--- src/rtl/iter_alu.sv ---
// Multi-cycle integer ALU: RV32I ALU ops in one cycle, RV32M mul/div/rem by
// radix-2 iteration, all behind valid/ready handshakes on both sides.
module iter_alu #(
    parameter int unsigned WIDTH = 32
) (
    input  logic             clk,
    input  logic             rst_n,
    input  logic             in_valid,
    output logic             in_ready,
    input  logic [4:0]       op,
    input  logic [WIDTH-1:0] a,
    input  logic [WIDTH-1:0] b,
    output logic             out_valid,
    input  logic             out_ready,
    output logic [WIDTH-1:0] result,
    output logic             error,
    output logic             busy
);
    localparam int unsigned SHAMT_W = $clog2(WIDTH);

    localparam logic [4:0] OP_ADD   = 5'd0;
    localparam logic [4:0] OP_SUB   = 5'd1;
    localparam logic [4:0] OP_SLL   = 5'd2;
    localparam logic [4:0] OP_SLT   = 5'd3;
    localparam logic [4:0] OP_SLTU  = 5'd4;
    localparam logic [4:0] OP_XOR   = 5'd5;
    localparam logic [4:0] OP_SRL   = 5'd6;
    localparam logic [4:0] OP_SRA   = 5'd7;
    localparam logic [4:0] OP_OR    = 5'd8;
    localparam logic [4:0] OP_AND   = 5'd9;
    localparam logic [4:0] OP_MUL   = 5'd10;
    localparam logic [4:0] OP_MULH  = 5'd11;
    localparam logic [4:0] OP_MULHU = 5'd12;
    localparam logic [4:0] OP_DIV   = 5'd13;
    localparam logic [4:0] OP_DIVU  = 5'd14;
    localparam logic [4:0] OP_REM   = 5'd15;
    localparam logic [4:0] OP_REMU  = 5'd16;

    localparam logic [WIDTH-1:0]   MIN_VAL  = {1'b1, {(WIDTH-1){1'b0}}};
    localparam logic [SHAMT_W-1:0] CNT_LAST = SHAMT_W'(WIDTH - 1);

    typedef enum logic [1:0] {
        S_IDLE,
        S_ITER,
        S_DONE
    } state_t;

    state_t             state, state_d;
    logic [WIDTH-1:0]   hi, hi_d, lo, lo_d, md, md_d;
    logic [WIDTH-1:0]   result_d;
    logic [4:0]         op_q, op_q_d;
    logic               neg, neg_d, error_d;
    logic [SHAMT_W-1:0] cnt, cnt_d;

    logic               accept;
    logic [SHAMT_W-1:0] shamt;
    logic               is_mop, is_div, is_signed, invalid;
    logic               b_zero, div_ovf, special;
    logic [WIDTH-1:0]   fast_res, op_a, op_b;
    logic               load_neg;

    logic               q_div;
    logic [WIDTH:0]     mul_sum, div_shift, div_diff;
    logic [WIDTH-1:0]   step_hi, step_lo, final_res;

    function automatic logic [WIDTH-1:0] negate(input logic [WIDTH-1:0] x);
        return ~x + WIDTH'(1);
    endfunction

    assign in_ready = (state == S_IDLE) | ((state == S_DONE) & out_ready);
    assign accept   = in_valid & in_ready;

    // Decode of the operation presented at the input
    assign shamt     = b[SHAMT_W-1:0];
    assign is_mop    = (op >= OP_MUL) && (op <= OP_REMU);
    assign is_div    = (op >= OP_DIV) && (op <= OP_REMU);
    assign is_signed = (op == OP_MULH) || (op == OP_DIV) || (op == OP_REM);
    assign invalid   = (op > OP_REMU);
    assign b_zero    = (b == '0);
    assign div_ovf   = ((op == OP_DIV) || (op == OP_REM)) && (a == MIN_VAL) && (b == '1);
    assign special   = is_div && (b_zero || div_ovf);

    assign op_a     = (is_signed && a[WIDTH-1]) ? negate(a) : a;
    assign op_b     = (is_signed && b[WIDTH-1]) ? negate(b) : b;
    assign load_neg = (op == OP_REM) ? a[WIDTH-1]
                    : (is_signed && (a[WIDTH-1] ^ b[WIDTH-1]));

    // Single-cycle results, including the divide special cases
    always_comb begin
        fast_res = '0;
        case (op)
            OP_ADD:           fast_res = a + b;
            OP_SUB:           fast_res = a - b;
            OP_SLL:           fast_res = a << shamt;
            OP_SLT:           fast_res = WIDTH'($signed(a) < $signed(b));
            OP_SLTU:          fast_res = WIDTH'(a < b);
            OP_XOR:           fast_res = a ^ b;
            OP_SRL:           fast_res = a >> shamt;
            OP_SRA:           fast_res = WIDTH'($signed(a) >>> shamt);
            OP_OR:            fast_res = a | b;
            OP_AND:           fast_res = a & b;
            OP_DIV, OP_DIVU:  fast_res = b_zero ? '1 : a;
            OP_REM, OP_REMU:  fast_res = b_zero ? a : '0;
            default:          fast_res = '0;
        endcase
    end

    // One radix-2 step: shift-add multiply in {hi,lo}, restoring divide with rem in hi
    assign q_div     = (op_q >= OP_DIV);
    assign mul_sum   = {1'b0, hi} + (lo[0] ? {1'b0, md} : '0);
    assign div_shift = {hi, lo[WIDTH-1]};
    assign div_diff  = div_shift - {1'b0, md};

    always_comb begin
        step_hi = mul_sum[WIDTH:1];
        step_lo = {mul_sum[0], lo[WIDTH-1:1]};
        if (q_div) begin
            if (!div_diff[WIDTH]) begin
                step_hi = div_diff[WIDTH-1:0];
                step_lo = {lo[WIDTH-2:0], 1'b1};
            end else begin
                step_hi = div_shift[WIDTH-1:0];
                step_lo = {lo[WIDTH-2:0], 1'b0};
            end
        end
    end

    // Sign fix-up applied on the last iteration
    always_comb begin
        final_res = '0;
        case (op_q)
            OP_MUL:          final_res = step_lo;
            OP_MULH:         final_res = neg ? (~step_hi + WIDTH'(step_lo == '0)) : step_hi;
            OP_MULHU:        final_res = step_hi;
            OP_DIV, OP_DIVU: final_res = neg ? negate(step_lo) : step_lo;
            OP_REM, OP_REMU: final_res = neg ? negate(step_hi) : step_hi;
            default:         final_res = '0;
        endcase
    end

    always_comb begin
        state_d  = state;
        hi_d     = hi;
        lo_d     = lo;
        md_d     = md;
        op_q_d   = op_q;
        neg_d    = neg;
        cnt_d    = cnt;
        result_d = result;
        error_d  = error;
        case (state)
            S_IDLE, S_DONE: begin
                if ((state == S_DONE) && out_ready) begin
                    state_d = S_IDLE;
                end
                if (accept) begin
                    op_q_d = op;
                    if (is_mop && !special) begin
                        state_d = S_ITER;
                        hi_d    = '0;
                        lo_d    = is_div ? op_a : op_b;
                        md_d    = is_div ? op_b : op_a;
                        neg_d   = load_neg;
                        cnt_d   = '0;
                    end else begin
                        state_d  = S_DONE;
                        result_d = fast_res;
                        error_d  = invalid;
                    end
                end
            end
            S_ITER: begin
                hi_d  = step_hi;
                lo_d  = step_lo;
                cnt_d = cnt + SHAMT_W'(1);
                if (cnt == CNT_LAST) begin
                    state_d  = S_DONE;
                    result_d = final_res;
                    error_d  = 1'b0;
                end
            end
            default: state_d = S_IDLE;
        endcase
    end

    always_ff @(posedge clk or negedge rst_n) begin
        if (!rst_n) begin
            state     <= S_IDLE;
            hi        <= '0;
            lo        <= '0;
            md        <= '0;
            op_q      <= '0;
            neg       <= 1'b0;
            cnt       <= '0;
            out_valid <= 1'b0;
            result    <= '0;
            error     <= 1'b0;
            busy      <= 1'b0;
        end else begin
            state     <= state_d;
            hi        <= hi_d;
            lo        <= lo_d;
            md        <= md_d;
            op_q      <= op_q_d;
            neg       <= neg_d;
            cnt       <= cnt_d;
            out_valid <= (state_d == S_DONE);
            result    <= result_d;
            error     <= error_d;
            busy      <= (state_d == S_ITER);
        end
    end

endmodule

--- config.mk ---
export PLATFORM = sky130hd
export DESIGN_NAME = iter_alu
export DESIGN_NICKNAME = d
export VERILOG_FILES = /design/src/rtl/iter_alu.sv
export SDC_FILE = /design/constraint.sdc
export NUM_CORES = 1
export LEC_CHECK = 0
export CAP_MARGIN = 20
export CORE_MARGIN = 2
export CORE_UTILIZATION = 40
export DETAILED_ROUTE_END_ITERATION = 8
export DONT_BUFFER_PORTS = 1
export GPL_TIMING_DRIVEN = 0
export PLACE_DENSITY = 0.6
export SLEW_MARGIN = 20
export SYNTH_ARGS = -nofsm -noshare
export SYNTH_HDL_FRONTEND = slang
export SYNTH_SLANG_ARGS = --single-unit
--- constraint.sdc ---
create_clock -name clk -period 6.61 [get_ports clk]
set_input_delay 0.661 -clock clk [delete_from_list [all_inputs] [get_ports clk]]
set_output_delay 0.661 -clock clk [all_outputs]
set_load 0.1 [all_outputs]
==> Word level (Yosys, flattened, before mapping) <==
Index checks and enable logic that the tools add are counted.
{ "totals": {"n_memories": 0, "ram_bits": 0, "rom_bits": 0, "wordCells": 142, "in_bits": 73, "ff_bits": 144, "latch_bits": 0, "out_inout_bits": 36} }
{ "classes": {"reduce_logical": 29, "shifts": 3, "bitwise": 11, "order_cmp": 7, "div_mod_pow": 0, "multipliers": 0, "n_addsub": 10, "muxes": 39, "eq_ne": 32} }
{ "ops": {"columns": ["cell", "count"], "rows": [
  ["$mux 32", 20],
  ["$pmux 32 s12", 1],
  ["$pmux 32 s2", 3],
  ["$pmux 32 s5", 1],
  ["$add 32x1->32 const B", 4],
  ["$not 32->32", 4],
  ["$eq 32x32->1 const B", 2],
  ["$logic_not 32->1", 2],
  ["$lt 32x32->1", 2],
  ["$eq 5x4->1 const B", 12],
  ["$add 32x32->33", 1],
  ["$sub 33x32->33", 1],
  ["$add 32x1->32", 1],
  ["$add 32x32->32", 1],
  ["$and 32x32->32", 1],
  ["$or 32x32->32", 1],
  ["$shl 32x5->32", 1],
  ["$shr 32x5->32", 1],
  ["$sshr 32x5->32", 1],
  ["$sub 32x32->32", 1],
  ["$xor 32x32->32", 1],
  ["$eq 5x3->1 const B", 4],
  ["$eq 5x5->1 const B", 3],
  ["$ge 5x4->1 const B", 3],
  ["other kinds (27)", 59]
]} }

==> Depth between registers and ports, before layout <==
{ "depth": {"depth_word": 12, "ltp_mapped": 33, "ltp_nobuf": 30} }

==> Least setup slack after synthesis <==
OpenSTA, ideal clock, no wires.
{ "synth_timing": {"path_type": "register -> register", "startpoint": "register lo[31]", "endpoint": "register result[10]", "path_buffers": 3, "arrival_time_ps": 6632, "period_less_slack_ps": 6774, "setup_time_ps": 142, "setup_slack_ps": -164, "stages_incl_launch_ff": 33, "path_cell_list": "dfrtp_1 > inv_1 > ha_1 > inv_1 > fa_1 > a211oi_1 > o211ai_1 > a22oi_2 > a21oi_1 > o211ai_4 > buf_4 > buf_2 > buf_2 > nor2_1 > a21oi_1 > ha_1 > inv_1 > nor4_1 > o211ai_1 > or4_4 > or3_1 > nor2_1 > and2_1 > ha_1 > nand2_1 > a2111oi_0 > a221oi_1 > o21a_1 > a21oi_2 > a21boi_0 > mux2i_1 > a311oi_1 > o221ai_1"} }
{ "synth_between": {"elab_chain_cells": 9, "word_cells_on_any_way": 17, "classes_between": "add/sub: 4; mux: 10; bitwise: 2; reduce/logical: 1"} }
{ "synth_lines": {"columns": ["item", "line_no", "source"], "rows": [
  ["start: declaration", "49", "logic [WIDTH-1:0] hi, hi_d, lo, lo_d, md, md_d;"],
  ["start signal: assignment", "202", "lo <= lo_d;"],
  ["$sub 33x32->33", "112", "assign div_diff = div_shift - {1'b0, md};"],
  ["$mux 1 or $mux 32 (tied branches)", "118", "if (!div_diff[WIDTH]) begin"],
  ["$mux 32", "117", "if (q_div) begin"],
  ["$logic_not 32->1, or another cell as far along", "133", "OP_MULH: final_res = neg ? (~step_hi + WIDTH'(step_lo == '0)) : step_hi;"],
  ["$add 32x1->32 (on tied branches)", "133, 67", null],
  ["$mux 32 (on tied branches)", "133, 135, 136", null],
  ["$pmux 32 s5 (*)", "131", "case (op_q)"],
  ["$mux 32 (*)", "176", "if (cnt == CNT_LAST) begin"],
  ["$pmux 32 s2 (*)", "151", "case (state)"],
  ["end signal: assignment", "208", "result <= result_d;"],
  ["end: declaration", "15", "output logic [WIDTH-1:0] result,"]
]} }
Every way passes the cells marked *; elsewhere a longest branch is shown, timed or not. The select of a mux whose other input is x is not followed.
A chain may end at the register's enable or synchronous reset.

==> Final worst setup path <==
{ "layout_timing": {"startpoint": "input port b[1]", "endpoint": "register result[23]"} }
{ "layout_between": {"elab_chain_cells": 8, "word_cells_on_any_way": 20, "classes_between": "add/sub: 2; eq/ne: 2; shift: 3; mux: 6; reduce/logical: 7"} }
{ "layout_lines": {"columns": ["item", "line_no", "source"], "rows": [
  ["start: declaration", "12", "input logic [WIDTH-1:0] b,"],
  ["branches (longest 8 deep; another with $sub 32x32->32)", null, null]
]} }
Parallel ways; which one is timed is not known. The select of a mux whose other input is x is not followed.

==> qor_table.md <==
| Parameter | Value | Unit |
|---|---|---|
| Status | complete, but fails checks | - |
| Violations in the final reports | setup timing | - |
| Leading post-synthesis cells by cell area | sky130_fd_sc_hd__dfrtp_1, sky130_fd_sc_hd__ha_1, sky130_fd_sc_hd__a21oi_1 | - |
| Netlist area before placement | 24900 | sq um |
| Area fraction in compound gates after synthesis | 0.341 | - |
| Final setup violation count | 9 | - |
| Worst-skew pair later-pin latency | 490 | ps |
| Floorplan die area | 64200 | sq um |
| Multi-input logic area | 20400 | sq um |
| Arrival time of the worst setup path | 7100 | ps |
| Global-route wire length before repair | 217000 | microns |
| Final non-filler cell area | 27700 | sq um |
| Number of enable-type register cells in the synthesized netlist | 0 | - |
| Buffer cell driving the clock tree root | sky130_fd_sc_hd__clkbuf_16 | - |
| Number of buffers added by the clock tree synthesis step | 17 | - |
| H-Tree Level Count | 4 | - |
| Number of standard cells after synthesis | 3569 | - |
| Hold_ws | 145 | ps |
| Count of nets after finishing | 3880 | - |
| I/O pin cnt | 109 | - |
| Class of the worst hold path | in -> async | - |
| Transition at the pin with the smallest max-transition slack | 1320 | ps |
| CP Class | in -> reg | - |
| Post-Syn Area per Cell | 6.98 | sq um |
| Max-cap violations | 0 | - |
| Grt peak-use layer | met2 | - |
| Largest area contributor in the netlist | sky130_fd_sc_hd__dfrtp_1 | - |
| HPWL after detailed placement | 125000 | microns |
| Area fraction in and, or, nand and nor cells after synthesis | 0.235 | - |
| Maximum number of pins on one net before global-route repair | 145 | - |
| Primary FF master, synth | sky130_fd_sc_hd__dfrtp_1 | - |
| CP max FO | 19 | - |
| Placed cell count | 4416 | - |
| Post-synthesis adder-cell area fraction | 0.0887 | - |
| Leftover overflow at the end of global routing | 0 | - |
| Synth unique cells | 102 | - |
| CTS tree | yes | - |
| Standard-cell rows | 91 | - |
| Final hold viol count | 0 | - |
| Worst ir drop on vdd | 0.267 | mV |
| Post-route insts no fill | 4496 | - |
| Post-synthesis net count | 3816 | - |
| Combinational family with the most area after synthesis | compound AO/OA/AOI/OAI gates | - |
| Minimum period implied by the final worst setup slack | 6740 | ps |
| Final worst path period share | 1.02 | - |
| Total negative setup slack | -444 | ps |
| Maximum buffer depth of the clock tree | 2 | - |
| Worst Setup Slack post-DPL | -2670 | ps |
| Met1 usage in global routing | 0.571 | - |
| Core outline area | 61600 | sq um |
| Cell area after placement | 26100 | sq um |
| Fraction of synthesis flops using an asynchronous set or reset pin | 1.00 | - |
| Antenna violations before repair | 22 | - |
| DRC Markers | 0 | - |
| Share of the yosys chip area belonging to registers | 0.145 | - |
| Via count of the first global-routing pass | 29000 | - |
| Critical path required time | 6960 | ps |
| Antenna-violating nets left | 0 | - |
| Chip width | 253 | microns |
| Commonest non-fill, non-tap cell in the layout | sky130_fd_sc_hd__nor2_1 | - |
| RePlAce Congestion | 1.16 | - |
| Number of DRC markers in iteration 0 | 5340 | - |
| Max Clock Skew | 21.7 | ps |
| Met3 Use GR | 0.168 | - |
| Crit path setup slack, layout | -134 | ps |
| Max Transition Viols Final | 0 | - |
| Max-Slew Margin vs Limit | 0.113 | - |
| Power Dens Cells | 442 | nW/um^2 |
| Leading cell types in the layout, fill and taps excluded | sky130_fd_sc_hd__nor2_1, sky130_fd_sc_hd__nand2_1, sky130_fd_sc_hd__a21oi_1 | - |
| Storage cell area | 3630 | sq um |
| Sinks on Clock Net | 144 | - |
| Endpoint kind of the worst setup timing path | flop | - |
| Area share of the leading cell type in the synthesized netlist | 0.145 | - |
| Post-synthesis xor/xnor area fraction | 0.0447 | - |
| Number of I/O port buffers | 0 | - |
| WL/cell | 34.8 | microns |
| Register-to-register setup slack | -100 | ps |
| Final core utilization | 0.450 | - |
| Type of origin of the critical path | input port | - |
| Total routing usage reported by global routing | 0.473 | - |
| Filler cells | 6531 | - |
| Yosys warnings | 0 | - |
| RSZ-0062 raised after global routing | yes | - |
| Maximum clock frequency | 148 | MHz |
| Met2 capacity usage during global routing | 0.673 | - |
| Power Total | 12.2 | mW |
| Initial Util | 0.404 | - |
| Relative area change from synthesis to final layout | 11.3 | % |
| Ratio of cells with drive above 1 in the final layout | 0.0957 | - |
| Routed Wire Length | 157000 | microns |
| Cells on worst reg2reg path | 23 | - |
| Total number of vias | 32200 | - |
| FF-to-FF End | result[22]$_DFFE_PN0P_ | - |
| Via-per-instance ratio | 7.17 | - |
| TritonRoute pass-1 iters | 7 | - |
| Mux share of post-synthesis cell area | 0.0808 | - |
| Post-synthesis register bit count | 144 | - |
| Vert. Die Dim | 253 | microns |
| Clock transition at the registers of the reported paths | 80 | ps |
| Critical register-to-register path startpoint | op_q[1]$_DFFE_PN0P_ | - |
| Cell leakage power | 10.8 | nW |
[report_power, final]
part | switching, mW | internal (mW)
registers | 0.952 | 1.20
logic | 6.23 | 2.85
clock network | 0.506 | 0.508
[layout make-up]
type                       instances  share of cell area
multi-input combinational       3012               0.735
sequential                       144               0.131
tap                              837              0.0378
buffer                           246              0.0372
inverter                         161              0.0219
clock buffer                      17              0.0153
timing repair buffer              51              0.0147
clock inverter                    15             0.00587
antenna                           13             0.00117
[how the worst max path moves through the flow]
stage	from	endpoint	slack [ps]	depth (start not counted)
floorplan	hi[29]$_DFFE_PN0P_	result[30]$_DFFE_PN0P_	50	29
global placement	op_q[1]$_DFFE_PN0P_	result[10]$_DFFE_PN0P_	-2680	28
detailed placement	op_q[1]$_DFFE_PN0P_	result[10]$_DFFE_PN0P_	-2670	28
CTS	b[1]	result[28]$_DFFE_PN0P_	7	18
global route	hi[4]$_DFFE_PN0P_	result[10]$_DFFE_PN0P_	-100	29
finish	b[1]	result[23]$_DFFE_PN0P_	-130	17
[sequential cells by signal, summed over array words and instances (netlist names)]
signal and flops:
busy 1, cnt 5, error 1, hi 32, lo 32, md 32, neg 1, op_q 5
out_valid 1, result 32, state 2
[critical path: stages]
cell and delay [ps]:
sky130_fd_sc_hd__clkbuf_1 600, sky130_fd_sc_hd__inv_1 510, sky130_fd_sc_hd__buf_2 430, sky130_fd_sc_hd__clkbuf_4 380
sky130_fd_sc_hd__ha_1 400, sky130_fd_sc_hd__a21o_1 150, sky130_fd_sc_hd__nand4_1 140, sky130_fd_sc_hd__and3_1 270
sky130_fd_sc_hd__o31a_1 320, sky130_fd_sc_hd__o211ai_1 640, sky130_fd_sc_hd__nand3_1 290, sky130_fd_sc_hd__a311o_1 380
sky130_fd_sc_hd__o21ai_0 520, sky130_fd_sc_hd__nor4_1 90, sky130_fd_sc_hd__o21ai_0 840, sky130_fd_sc_hd__nor2_1 150
sky130_fd_sc_hd__a221o_1 300
[repair_timing]
action,in CTS,in global routing
hold buffers,1,0
setup endpoints to repair,123,117
pin swaps,17,41
setup buffers,22,15
gates resized for setup,76,90
endpoints found under the hold margin,144,0
[cells by family after synthesis]
logic type / after synthesis
AND/OR/NAND/NOR: 1254
flip-flops: 144
XOR/XNOR: 127
AO/OA/AOI/OAI: 1312
buffers and inverters: 413
multiplexers: 145
adder cells (fa/ha/maj): 174
[cells in the mapped netlist (all sizes together) (84+ instances only)]
cell,number
nor2,380
nand2,369
o21ai,343
a21oi,334
clkbuf,186
ha,170
inv,158
dfrtp,144
nor3,113
nand3,103
xnor2,96
a211oi,91
mux2i,84
[metal layers]
metal  vias up  wire length, microns  part of all wire
met5         -                   234            0.0015
met1     15400                 57100              0.36
met4        26                 15500             0.099
met3       703                 20900              0.13
li1      13500                     -                 -
met2      2622                 62700              0.40
(Power assumes the default switching activity.)
